<file path="src/rtl/can_arb_pkg.sv">
// Shared types and constants for the two-master CAN register-port arbiter.
// Contents: FSM state encoding, master index constants, fixed response data
// returned on timeout and on filtered (no slave access) M0 transactions.
package can_arb_pkg;

    typedef enum logic [1:0] {
        ST_IDLE    = 2'd0,
        ST_BUSY_M0 = 2'd1,
        ST_BUSY_M1 = 2'd2,
        ST_RESP    = 2'd3
    } arb_state_t;

    localparam logic MASTER_M0 = 1'b0;
    localparam logic MASTER_M1 = 1'b1;

    localparam logic [7:0] TIMEOUT_DATA = 8'hFF;
    localparam logic [7:0] FILTER_DATA  = 8'h00;

    // One-hot grant vector for a master index (bit0 = M0, bit1 = M1).
    function automatic logic [1:0] master_onehot(input logic master);
        return master ? 2'b10 : 2'b01;
    endfunction

endpackage

</file>
<file path="src/rtl/can_arb_rr.sv">
// Two-way round-robin picker.
// Ports:
//   req_m0_i, req_m1_i : pending requests
//   last_grant_i       : master index served most recently
//   grant_o            : one-hot winner (bit0 = M0, bit1 = M1), 0 if no request
module can_arb_rr
    import can_arb_pkg::*;
(
    input  logic       req_m0_i,
    input  logic       req_m1_i,
    input  logic       last_grant_i,
    output logic [1:0] grant_o
);

    always_comb begin
        grant_o = 2'b00;
        if (req_m0_i && req_m1_i) begin
            // On a tie the master that was not served last goes next.
            grant_o = (last_grant_i == MASTER_M0) ? 2'b10 : 2'b01;
        end else if (req_m0_i) begin
            grant_o = 2'b01;
        end else if (req_m1_i) begin
            grant_o = 2'b10;
        end
    end

endmodule

</file>
<file path="src/rtl/can_bus_arbiter.sv">
// Arbiter sharing the CAN controller's 8-bit Wishbone register port between
// the host Wishbone slave port (M0) and an internal LA-driven requester (M1).
// Ports:
//   wb_clk_i, wb_rst_i          : clock, async active-high reset
//   wbs_*                       : M0 classic Wishbone (only byte lane 0 used)
//   m1_*                        : M1 level request / single-cycle ack
//   can_*                       : CAN controller register port
//   err_clr_i, err_o            : sticky slave-timeout flag and its clear
//   grant_o                     : one-hot current owner, 0 when idle
//
// state      | meaning
// -----------+-------------------------------------------------------------
// ST_IDLE    | no owner; arbitrate, latch winner, or short-circuit filtered M0
// ST_BUSY_M0 | slave cycle in progress on behalf of M0
// ST_BUSY_M1 | slave cycle in progress on behalf of M1
// ST_RESP    | one cycle; schedule the owner's ack and read data
module can_bus_arbiter
    import can_arb_pkg::*;
#(
    parameter logic [31:0] BASE_ADDR = 32'h3000_0000,
    parameter logic [31:0] ADDR_MASK = 32'hFFFF_FF00,
    parameter int          TIMEOUT   = 16
) (
    input  logic        wb_clk_i,
    input  logic        wb_rst_i,
    input  logic        wbs_cyc_i,
    input  logic        wbs_stb_i,
    input  logic        wbs_we_i,
    input  logic [3:0]  wbs_sel_i,
    input  logic [31:0] wbs_adr_i,
    input  logic [31:0] wbs_dat_i,
    output logic        wbs_ack_o,
    output logic [31:0] wbs_dat_o,
    input  logic        m1_req_i,
    input  logic        m1_we_i,
    input  logic [7:0]  m1_addr_i,
    input  logic [7:0]  m1_wdata_i,
    output logic        m1_ack_o,
    output logic [7:0]  m1_rdata_o,
    output logic        can_cyc_o,
    output logic        can_stb_o,
    output logic        can_we_o,
    output logic [7:0]  can_adr_o,
    output logic [7:0]  can_dat_o,
    input  logic [7:0]  can_dat_i,
    input  logic        can_ack_i,
    input  logic        err_clr_i,
    output logic        err_o,
    output logic [1:0]  grant_o
);

    localparam logic [7:0] TMO_LOAD = 8'(TIMEOUT - 1);

    arb_state_t state_q, state_d;
    logic [7:0] cnt_q, cnt_d;
    logic       owner_q, owner_d;
    logic       last_q, last_d;
    logic [7:0] adr_q, adr_d;
    logic [7:0] wdat_q, wdat_d;
    logic       we_q, we_d;
    logic [7:0] rdata_q, rdata_d;
    logic       err_q, err_d;
    logic       can_cyc_q, can_cyc_d;
    logic       wbs_ack_q, wbs_ack_d;
    logic       m1_ack_q, m1_ack_d;
    logic [7:0] wbs_dat_q, wbs_dat_d;
    logic [7:0] m1_rdata_q, m1_rdata_d;
    logic [1:0] grant_q, grant_d;

    logic       m0_req;
    logic       m0_filtered;
    logic       ack_seen;
    logic       expired;
    logic [1:0] rr_grant;
    logic       unused_bits;

    assign unused_bits = ^{wbs_sel_i[3:1], wbs_dat_i[31:8]};

    assign m0_req      = wbs_cyc_i & wbs_stb_i;
    assign m0_filtered = ((wbs_adr_i & ADDR_MASK) != BASE_ADDR) || (wbs_we_i && !wbs_sel_i[0]);
    // Slave ack only counts while our strobe is actually visible to the slave.
    assign ack_seen    = can_ack_i & can_cyc_q;
    assign expired     = (cnt_q == 8'd0);

    can_arb_rr u_rr (
        .req_m0_i     (m0_req),
        .req_m1_i     (m1_req_i),
        .last_grant_i (last_q),
        .grant_o      (rr_grant)
    );

    always_comb begin
        state_d    = state_q;
        cnt_d      = cnt_q;
        owner_d    = owner_q;
        last_d     = last_q;
        adr_d      = adr_q;
        wdat_d     = wdat_q;
        we_d       = we_q;
        rdata_d    = rdata_q;
        err_d      = err_clr_i ? 1'b0 : err_q;
        can_cyc_d  = 1'b0;
        wbs_ack_d  = 1'b0;
        m1_ack_d   = 1'b0;
        wbs_dat_d  = wbs_dat_q;
        m1_rdata_d = m1_rdata_q;
        grant_d    = 2'b00;

        case (state_q)
            ST_IDLE: begin
                if (rr_grant[0]) begin
                    owner_d = MASTER_M0;
                    if (m0_filtered) begin
                        rdata_d = FILTER_DATA;
                        state_d = ST_RESP;
                    end else begin
                        adr_d   = wbs_adr_i[7:0];
                        wdat_d  = wbs_dat_i[7:0];
                        we_d    = wbs_we_i;
                        cnt_d   = TMO_LOAD;
                        state_d = ST_BUSY_M0;
                    end
                end else if (rr_grant[1]) begin
                    owner_d = MASTER_M1;
                    adr_d   = m1_addr_i;
                    wdat_d  = m1_wdata_i;
                    we_d    = m1_we_i;
                    cnt_d   = TMO_LOAD;
                    state_d = ST_BUSY_M1;
                end
            end
            ST_BUSY_M0, ST_BUSY_M1: begin
                grant_d = master_onehot(owner_q);
                if (ack_seen) begin
                    rdata_d = can_dat_i;
                    state_d = ST_RESP;
                end else if (expired) begin
                    rdata_d = TIMEOUT_DATA;
                    err_d   = 1'b1;
                    state_d = ST_RESP;
                end else begin
                    cnt_d     = cnt_q - 8'd1;
                    can_cyc_d = 1'b1;
                end
            end
            ST_RESP: begin
                grant_d = master_onehot(owner_q);
                if (owner_q == MASTER_M0) begin
                    wbs_ack_d = 1'b1;
                    wbs_dat_d = rdata_q;
                end else begin
                    m1_ack_d   = 1'b1;
                    m1_rdata_d = rdata_q;
                end
                last_d  = owner_q;
                state_d = ST_IDLE;
            end
            default: state_d = ST_IDLE;
        endcase
    end

    always_ff @(posedge wb_clk_i or posedge wb_rst_i) begin
        if (wb_rst_i) begin
            state_q    <= ST_IDLE;
            cnt_q      <= 8'd0;
            owner_q    <= MASTER_M0;
            last_q     <= MASTER_M1;
            adr_q      <= 8'd0;
            wdat_q     <= 8'd0;
            we_q       <= 1'b0;
            rdata_q    <= 8'd0;
            err_q      <= 1'b0;
            can_cyc_q  <= 1'b0;
            wbs_ack_q  <= 1'b0;
            m1_ack_q   <= 1'b0;
            wbs_dat_q  <= 8'd0;
            m1_rdata_q <= 8'd0;
            grant_q    <= 2'b00;
        end else begin
            state_q    <= state_d;
            cnt_q      <= cnt_d;
            owner_q    <= owner_d;
            last_q     <= last_d;
            adr_q      <= adr_d;
            wdat_q     <= wdat_d;
            we_q       <= we_d;
            rdata_q    <= rdata_d;
            err_q      <= err_d;
            can_cyc_q  <= can_cyc_d;
            wbs_ack_q  <= wbs_ack_d;
            m1_ack_q   <= m1_ack_d;
            wbs_dat_q  <= wbs_dat_d;
            m1_rdata_q <= m1_rdata_d;
            grant_q    <= grant_d;
        end
    end

    assign wbs_ack_o  = wbs_ack_q;
    assign wbs_dat_o  = {24'h00_0000, wbs_dat_q};
    assign m1_ack_o   = m1_ack_q;
    assign m1_rdata_o = m1_rdata_q;
    assign can_cyc_o  = can_cyc_q;
    assign can_stb_o  = can_cyc_q;
    assign can_we_o   = we_q;
    assign can_adr_o  = adr_q;
    assign can_dat_o  = wdat_q;
    assign err_o      = err_q;
    assign grant_o    = grant_q;

endmodule

</file>
<file path="config.mk">
export PLATFORM = sky130hd
export DESIGN_NAME = can_bus_arbiter
export DESIGN_NICKNAME = d
export VERILOG_FILES = /design/src/rtl/can_arb_pkg.sv /design/src/rtl/can_arb_rr.sv /design/src/rtl/can_bus_arbiter.sv
export SDC_FILE = /design/constraint.sdc
export NUM_CORES = 1
export LEC_CHECK = 0
export CELL_PAD_IN_SITES_DETAIL_PLACEMENT = 1
export CELL_PAD_IN_SITES_GLOBAL_PLACEMENT = 1
export CORE_MARGIN = 2
export CORE_UTILIZATION = 25
export CTS_CLUSTER_DIAMETER = 100
export DETAILED_ROUTE_END_ITERATION = 10
export PLACE_DENSITY_LB_ADDON = 0.1
export SYNTH_ARGS = -nofsm -noshare
export SYNTH_HDL_FRONTEND = slang
export SYNTH_HIERARCHICAL = 1
export SYNTH_SLANG_ARGS = --single-unit
</file>
<file path="constraint.sdc">
create_clock -name wb_clk_i -period 4.9 [get_ports wb_clk_i]
set_clock_uncertainty 0.2 [all_clocks]
set_input_delay 0.98 -clock wb_clk_i [delete_from_list [all_inputs] [get_ports wb_clk_i]]
set_output_delay 0.98 -clock wb_clk_i [all_outputs]
set_load 0.1 [all_outputs]
</file>
==> impl.org <==
** Clock network
- Total clock buffers created by CTS :: 9
- Clock root cell :: sky130_fd_sc_hd__clkbuf_16
- The clock drives 59 sinks.
- TritonCTS clock tree :: built
- H-Tree Depth :: 3
- CTS Buffer Depth :: 2
- Clock latency on the worst-skew pair :: 0.32 ns
- Number of instances resized during post-cts repair :: 0
- After clock tree synthesis, the clock-pin slew on the worst setup and hold paths is 0.05 ns.
- Buffers inserted to repair hold after CTS numbered 0.
- Post-CTS timing repair inserted 0 buffers for setup.

** Place
- DP HPWL :: 6.13 mm
- The congestion estimate from routability-driven global placement came to 0.738.
- After detailed placement, the total cell area comes to 4360 sq um.
- Port buffering added 113 buffers.

** Floorplanning
- The die covers 13,500 sq um.
- In this run the vertical extent of the chip is 116 um.
- Row count :: 40
- In this run the count of I/O pins placed on the die edge is 165.
- Core region area :: 12,100 sq um
- Initial cell density of the core :: 25.9%
- The die is 116 um wide.

** STA
- Fin. max-slew vios :: 0
- Based on the critical path, the design can be clocked at up to 0.293 GHz.
- Setup violations remaining at the end of the flow were counted as 0.
- Setup repair after global routing left no endpoint under its margin.
- Summed negative setup slack over all endpoints :: 0 ns
- Final critical-path share of the clock period :: 69.7%
- For the pin with the worst max-slew slack, the measured transition is 1.01 ns.
- Headroom to the max-slew limit came out at 32.7%.
- The final-report hold violation count is 0.
- For the finished layout, the period the worst path requires is 3.41 ns.

** Yosys
- For this run, the register share of the synthesized area comes to 47.1%.
- In this run, synthesis produced a sequential element count of 59.
- Cells after Synth :: 264
- For this run, the leading register cell type out of synthesis is sky130_fd_sc_hd__dfrtp_1.
- Number of distinct standard cells referenced by the synthesized netlist :: 50
- The synthesized design contains 0 enable-type register cells.
- Post-synthesis async set-or-reset flop share :: 100%
- The cell area that synthesis handed to floorplanning was 3140 sq um.
- Syn Area/Cell :: 11.9 sq um
- Total number of yosys warnings :: 6

** Route
- Number of nets still failing antenna checks after routing :: 0
- Aggregate routed wire length :: 8.16 mm
- Wire per inst :: 14.7 um
- DRC violation count after routing :: 0
- Via-per-instance ratio :: 4.33
- After the first detailed-routing iteration, the DRC count stood at 98.
- The first detailed-routing pass took 4 iterations.
- The final route contains 2,392 vias.

** Power
- Total power per unit cell area :: 781 nW/um^2
- Maximum vdd ir drop :: 0.000261 V
- Power comes to 3.63 mW.
- P_leak :: 1.96 nW

** Setup path
- Counting both buffers and inverters, the worst setup path holds a total of 1.
- Largest stage delay on the critical path :: 0.64 ns
- Required arrival time at the worst endpoint :: 4.91 ns
- CP Launch Type :: primary input
- Dominant delay contributor by cell family on the critical path :: compound AO/OA/AOI/OAI gates
- Traced cell by cell, the critical path runs through clkdlybuf4s50_1 -> and2_1 -> a21boi_2 -> nand3_4 -> a21oi_4 -> mux2_2.
- Along the worst path, the maximum fanout reaches 17.
- The worst setup path is of the in -> reg kind.
- Arrival time worst endpoint :: 3.42 ns
- Worst setup EP type :: flop
- Library cell contributing the largest single delay on the critical path :: sky130_fd_sc_hd__a21boi_2
- Register-to-register path setup slack :: 2.19 ns

** Global routing
- Total global-route track usage :: 12.6%
- After global routing the overflow that remains totals 0.
- Wire length of the first global-routing pass :: 13.0 mm
- Pin count of the biggest net entering global routing :: 40
- Number of global-route vias before repair :: 2,526
- Initial antenna violation count :: 0

** Final layout
- Diode count :: 0
- Cell area after layout :: 4650 sq um
- Fill cell count :: 1,373
- Synthesis-to-layout area growth :: 48.1%
- Share of the core filled with cells in the final layout :: 38.4%
- Net count reported at finish :: 487
- Most used cells in the layout excluding fill and tap cells :: sky130_fd_sc_hd__clkdlybuf4s50_1, sky130_fd_sc_hd__dfrtp_1, sky130_fd_sc_hd__mux2_2
- In the final layout, the share of cells above drive strength 1 is 22.9%.
- The library cell used most frequently in the layout, excluding fill and tap cells, is sky130_fd_sc_hd__clkdlybuf4s50_1.

** Run
- Across the run, the number of max-cap violations was 0.

** Status
- The run finished with clean final reports.

** Hold path
- Class of the most critical hold timing path :: reg -> reg
[flip-flops by register name (all words and copies together) (netlist names)]
register	flops
err_o	1
can_adr_o	8
cnt_q	8
can_dat_o	8
wbs_dat_q	8
m1_ack_o	1
can_cyc_o	1
can_we_o	1
owner_q	1
state_q	2
wbs_ack_o	1
rdata_q	8
grant_o	2
m1_rdata_o	8
last_q	1
[metrics by stage]
stage                     std cells  hold WS [ns]  setup WS, ns
after floorplan                 287         0.254          2.23
after global placement          538         0.275          1.05
after detailed placement        538         0.283          1.04
after CTS                       553         0.289          1.38
after global routing            553         0.320          1.30
final                           553         0.280          1.49
[power breakdown]
group | internal, mW | switching [mW] | leakage, nW
logic | 0.622 | 1.58 | 1.09
clock network | 0.417 | 0.209 | 0.146
registers | 0.689 | 0.116 | 0.730
[area by class of cell]
cell class	count	area, sq um	area share (%)
clock buffer	13	260	5.60
clock inverter	2	35.0	0.753
inverter	11	41.3	0.888
multi-input combinational	183	1470	31.5
sequential	59	1480	31.8
tap	168	210	4.52
timing repair buffer	117	1160	25.0
[synth_stat cells (all sizes together) (4+ instances only)]
cell type	instances	area (sq um)
a21boi	5	37.5
a21oi	7	46.3
a22o	9	78.8
buf	29	225
clkbuf	5	20.0
dfrtp	58	1450
ha	5	62.6
inv	11	41.3
mux2	50	601
nand2	12	45.0
nand3	5	37.5
nor2	6	22.5
nor4	6	62.6
o21ai	10	50.1
o31ai	4	30.0
or2	9	56.3
[kinds of logic (layout without fill, tap and decap cells)]
kind of cell	after synthesis	after routing	synth area share [%]
flip-flops	59	59	47.1
other	1	24	0.119
adder cells (fa/ha/maj)	5	5	1.99
buffers and inverters	45	143	9.13
AO/OA/AOI/OAI	48	48	11.2
AND/OR/NAND/NOR	54	54	10.7
multiplexers	52	52	19.8
[per-layer routing]
layer  part of all wire [%]  up-vias  track usage (%)
met3                    6.7       10             4.03
met1                     44     1162             15.7
met4                    1.5        0             4.52
li1                       -     1133                -
met2                     48       87             20.4
met5                      0        -                0
[path summary, 6_finish.rpt]
path,startpoint,end,depth (start not counted)
min in group asynchronous,wb_rst_i,can_dat_o[0]$_DFFE_PP0P_,2
max,wbs_cyc_i,can_adr_o[7]$_DFFE_PP0P_,6
min,last_q$_DFFE_PP1N_,last_q$_DFFE_PP1N_,2
max reg2reg,last_q$_DFFE_PP1N_,can_adr_o[7]$_DFFE_PP0P_,5
max in group asynchronous,wb_rst_i,last_q$_DFFE_PP1N_,3
min reg2reg,last_q$_DFFE_PP1N_,last_q$_DFFE_PP1N_,2
[worst min-delay path: cells and delay by family (launching register included)]
family          cells  cell delay, ns
flops               1            0.37
compound gates      1            0.06
buf+inv             1            0.04
Power figures use the tool's default switching activity.
